`config.mk`:
```
export PLATFORM = sky130hd
export DESIGN_NAME = blood_sw_debounce
export DESIGN_NICKNAME = d
export VERILOG_FILES = /design/src/rtl/blood_sw_debounce.sv
export SDC_FILE = /design/constraint.sdc
export NUM_CORES = 1
export LEC_CHECK = 0
export ABC_AREA = 1
export CORE_AREA = 2 2 145 147
export CTS_CLUSTER_SIZE = 30
export DETAILED_ROUTE_END_ITERATION = 8
export DIE_AREA = 0 0 147 149
export HOLD_SLACK_MARGIN = 0.02
export PLACE_DENSITY = 0.66
export SYNTH_ARGS = -nofsm -noshare
export SYNTH_HDL_FRONTEND = slang
export SYNTH_SLANG_ARGS = --single-unit
```
`constraint.sdc`:
```
create_clock -name clk -period 7.6 [get_ports clk]
set_input_delay 1.14 -clock clk [delete_from_list [all_inputs] [get_ports clk]]
set_output_delay 1.14 -clock clk [all_outputs]
set_load 0.02 [all_outputs]
```
`src/rtl/blood_sw_debounce.sv`:
```
// Switch conditioning for the blood-type checker: 2-flop sync plus a
// per-bit saturating-count debouncer, with a registered change strobe and mask.

module blood_sw_debounce_bit #(
    parameter int CNT_MAX = 1_000_000,
    parameter int CNT_W   = 20
) (
    input  logic clk,
    input  logic rst,
    input  logic pin,
    output logic stb,
    output logic upd
);
    localparam logic [CNT_W-1:0] CNT_LAST = CNT_W'(CNT_MAX - 1);

    logic             s1, s2;
    logic [CNT_W-1:0] cnt;
    logic             at_last;

    assign at_last = (cnt == CNT_LAST);
    // Combinational so the top can register it on the same edge that moves stb.
    assign upd     = (s2 != stb) && at_last;

    always_ff @(posedge clk or posedge rst) begin
        if (rst) begin
            s1  <= 1'b0;
            s2  <= 1'b0;
            stb <= 1'b0;
            cnt <= '0;
        end else begin
            s1 <= pin;
            s2 <= s1;
            if (s2 == stb) begin
                cnt <= '0;
            end else if (at_last) begin
                stb <= s2;
                cnt <= '0;
            end else begin
                cnt <= cnt + CNT_W'(1);
            end
        end
    end
endmodule

module blood_sw_debounce #(
    parameter int N       = 8,
    parameter int CNT_MAX = 1_000_000,
    parameter int CNT_W   = 20
) (
    input  logic         clk,
    input  logic         rst,
    input  logic [N-1:0] sw_pin,
    output logic [N-1:0] sw_stable,
    output logic         sw_change,
    output logic [N-1:0] sw_changed_mask
);
    logic [N-1:0] upd;

    for (genvar g = 0; g < N; g++) begin : g_bit
        blood_sw_debounce_bit #(
            .CNT_MAX (CNT_MAX),
            .CNT_W   (CNT_W)
        ) u_bit (
            .clk (clk),
            .rst (rst),
            .pin (sw_pin[g]),
            .stb (sw_stable[g]),
            .upd (upd[g])
        );
    end

    always_ff @(posedge clk or posedge rst) begin
        if (rst) begin
            sw_change       <= 1'b0;
            sw_changed_mask <= '0;
        end else begin
            sw_change       <= |upd;
            sw_changed_mask <= upd;
        end
    end
endmodule
```
==> results.tsv <==
stage	metric	value	unit
sta	slew_headroom	0.328	
placed_design	place_congestion	0.878	
run	maxCapViolCount	0	
clocking	ctsResizeCount	0	
final_layout	final_cell_mix	254 x nor2_1, 216 x nand2_1, 193 x dfrtp_1	
synthesis	synthesis.nets	1278	
sta	rsz0062_at_grt	false	
synthesis	synth_cell_types	27	
clocking	h-tree-depth	4	
final_layout	drive_above_1_share	0.0535	
final_layout	fin_util	0.543	
clocking	clk_pin_slew_worst_paths	0.07	ns
floorplanning	ioPinCount	27	
floorplanning	die_y	149	um
grt	grt_pass1_wl	34.7	mm
grt	grt_pass1_vias	7702	
clocking	root_buffer	clkbuf_16	
clocking	cts_buffers	17	
detailed_routing	viasPerCell	5.02	
final_layout	final_common_cell	nor2_1	
power	power_density	189	nW/um2
sta	holdWs	0.350	ns
critical_path	crit_arrival	1.49	ns
power	clockPowerShare	0.469	
clocking	cts_tree	done	
critical_path	crit_fanout	3	
power	switchingPower	0.000441	W
floorplanning	dieArea	21900	um2
detailed_routing	drc	0	
synthesis	ys_top_cells_by_area	dfrtp_1 48%, nor2_1 9.6%, nand2_1 8.1%, inv_1 6.1%, nand3_1 6.0%	
detailed_routing	firstDrtPassIters	5	
critical_path	end_kind	output pin	
synthesis	synth_warnings	0	
detailed_routing	routed_wl	19.6	mm
critical_path	crit_type	reg -> out	
critical_path	crit_slowest_cell	clkdlybuf4s50_1	
synthesis	ys_seq_area_frac	0.485	
detailed_routing	drt_iter0_drc	408	
clocking	ctsHoldBuffers	0	
run_status	outcome	finished, final reports clean	
final_layout	n_antenna_cell	0	
synthesis	syn_area_per_cell	7.91	um2
critical_path	path_cells	clkdlybuf4s50_1	
clocking	clk_latency	0.43	ns
sta	slew_viol_final	0	
clocking	cts.sinks	193	
grt	grt_max_degree	144	
critical_path	critical_path_buf_inv_count	1	
power	pwr-share-comb	0.031	
grt	track_usage	0.192	
power	pwr-share-seq	0.499	
critical_path	cp_top_family	buffers and inverters	
sta	setup_tns	0	ns
power	vdd_ir_drop_max	0.000152	V
clocking	clockBufferDepth	2	
sta	timing_hold_violations_final	0	
placed_design	port_buffers	26	
synthesis	syn-cell-area	9960	um2
placed_design	hpwl	14.0	mm
floorplanning	initial_utilization	0.485	
final_layout	finalNetCount	1314	
detailed_routing	ant_nets	0	
sta	period_needed	2.63	ns
sta	setup_viol	0	
critical_path	worst_ep_required_time	6.46	ns
critical_path	cp-start-kind	flop	
min_path	worstHoldPathType	reg -> reg	
final_layout	areaGrowthSynthToFinish	12.1	%
sta	max_slew.worst_pin.slew	1.01	ns
synthesis	yosysTopAreaCell	dfrtp_1	
power	switching_share	0.209	
grt	antenna_found_initial	0	
floorplanning	design.core.area	20600	um2
floorplanning	row_count	53	
critical_path	slowest_delay	0.63	ns
synthesis	ys_ff_latch	193	
floorplanning	die_w	147	um
final_layout	fill_cells	1887	
power	internal_power	0.00166	W
detailed_routing	wl_per_cell	12.4	um
sta	min_period_over_period	0.347	
grt	grt_overflow	0	
synthesis	netlist_instances	1260	
sta	finalClockSkew	0.0111	ns
power	p_leak	5.07	nW
sta	fmax	380	MHz
detailed_routing	vias	7939	
synthesis	synth_top_area_share	0.485	
clocking	cts_post_setup_buffers_inserted	0	
power by group through the flow:
stage,clock network [W],logic (W),registers [W]
3_5_place_dp,0,0.0000688,0.00107
6_report,0.000988,0.0000661,0.00105
5_1_grt,0.00106,0.0000784,0.00105
2_1_floorplan,0,0.0000477,0.00107
3_3_place_gp,0,0.0000678,0.00107
4_1_cts,0.00102,0.0000692,0.00105
stage by stage:
step / total power (W) / setup slack (ns) / cells / instance area, um2
2_1_floorplan: 0.00112 / 1.20 / 1260 / 9960
3_3_place_gp: 0.00114 / 4.49 / 1552 / 10500
3_5_place_dp: 0.00114 / 4.48 / 1552 / 10500
4_1_cts: 0.00214 / 4.94 / 1583 / 11200
5_1_grt: 0.00219 / 4.75 / 1583 / 11200
6_report: 0.00211 / 4.97 / 1583 / 11200
final timing paths:
path / from / cells after the start / to / slack (ns)
max: g_bit[5].u_bit.stb$_DFFE_PP0P_ / 1 / sw_stable[5] / 4.97
min: g_bit[6].u_bit.s1$_DFF_PP0_ / 0 / g_bit[6].u_bit.s2$_DFF_PP0_ / 0.35
max reg2reg: g_bit[2].u_bit.cnt[0]$_DFF_PP0_ / 6 / g_bit[2].u_bit.cnt[3]$_DFF_PP0_ / 5.92
min reg2reg: g_bit[6].u_bit.s1$_DFF_PP0_ / 0 / g_bit[6].u_bit.s2$_DFF_PP0_ / 0.35
max in group asynchronous: rst / 3 / g_bit[0].u_bit.cnt[11]$_DFF_PP0_ / 5.17
min in group asynchronous: rst / 2 / sw_changed_mask[6]$_DFF_PP0_ / 1.25
layer usage:
| metal | track usage | share of wire | vias to the layer above |
|---|---|---|---|
| li1 | - | - | 4081 |
| met1 | 0.250 | 0.49 | 3744 |
| met2 | 0.334 | 0.47 | 93 |
| met3 | 0.0275 | 0.020 | 21 |
| met4 | 0.0630 | 0.017 | 0 |
| met5 | 0 | 0 | - |
flip-flops by register name, indices dropped and copies added (netlist names):
register and flops:
sw_changed_mask 8, g_bit.u_bit.stb 8, g_bit.u_bit.s1 8, g_bit.u_bit.s2 8
g_bit.u_bit.cnt 160, sw_change 1
cell families after synthesis:
| kind of cell | count (synthesis) | share of synthesized area |
|---|---|---|
| buffers and inverters | 176 | 0.0696 |
| and+or+nand+nor | 735 | 0.332 |
| adders and majority gates | 8 | 0.0100 |
| DFF | 193 | 0.485 |
| AOI/OAI and AO/OA | 80 | 0.0404 |
| xor gates and xnor gates | 68 | 0.0636 |
layout make-up:
class,instances,area (um2),share of cell area
inverters,166,631,0.0565
well taps,275,344,0.0308
clock inverters,11,200,0.0179
multi-input cells,891,4440,0.397
repair buffers,27,268,0.0240
flip-flops and latches,193,4830,0.432
clock buffers,20,457,0.0409
synthesized netlist by cell type:
| library cell | instances |
|---|---|
| o21ai_0 | 27 |
| nand2_1 | 216 |
| xor2_1 | 50 |
| nand4_1 | 16 |
| ha_1 | 8 |
| nor3_1 | 79 |
| a21oi_1 | 46 |
| inv_1 | 162 |
| xnor2_1 | 13 |
| nor3_4 | 6 |
| o21ai_1 | 5 |
| nand3b_1 | 11 |
| inv_2 | 2 |
| nor2_2 | 5 |
| buf_4 | 8 |
| nand2_2 | 8 |
| nor2_1 | 254 |
| clkinv_1 | 2 |
| xor2_2 | 5 |
| nor3b_1 | 8 |
| buf_2 | 2 |
| nand3_2 | 7 |
| dfrtp_1 | 193 |
| nand3_1 | 120 |
| a31oi_1 | 2 |
| nor3_2 | 4 |
| nor2_4 | 1 |
Note: power is estimated with default switching activity, not from simulation.
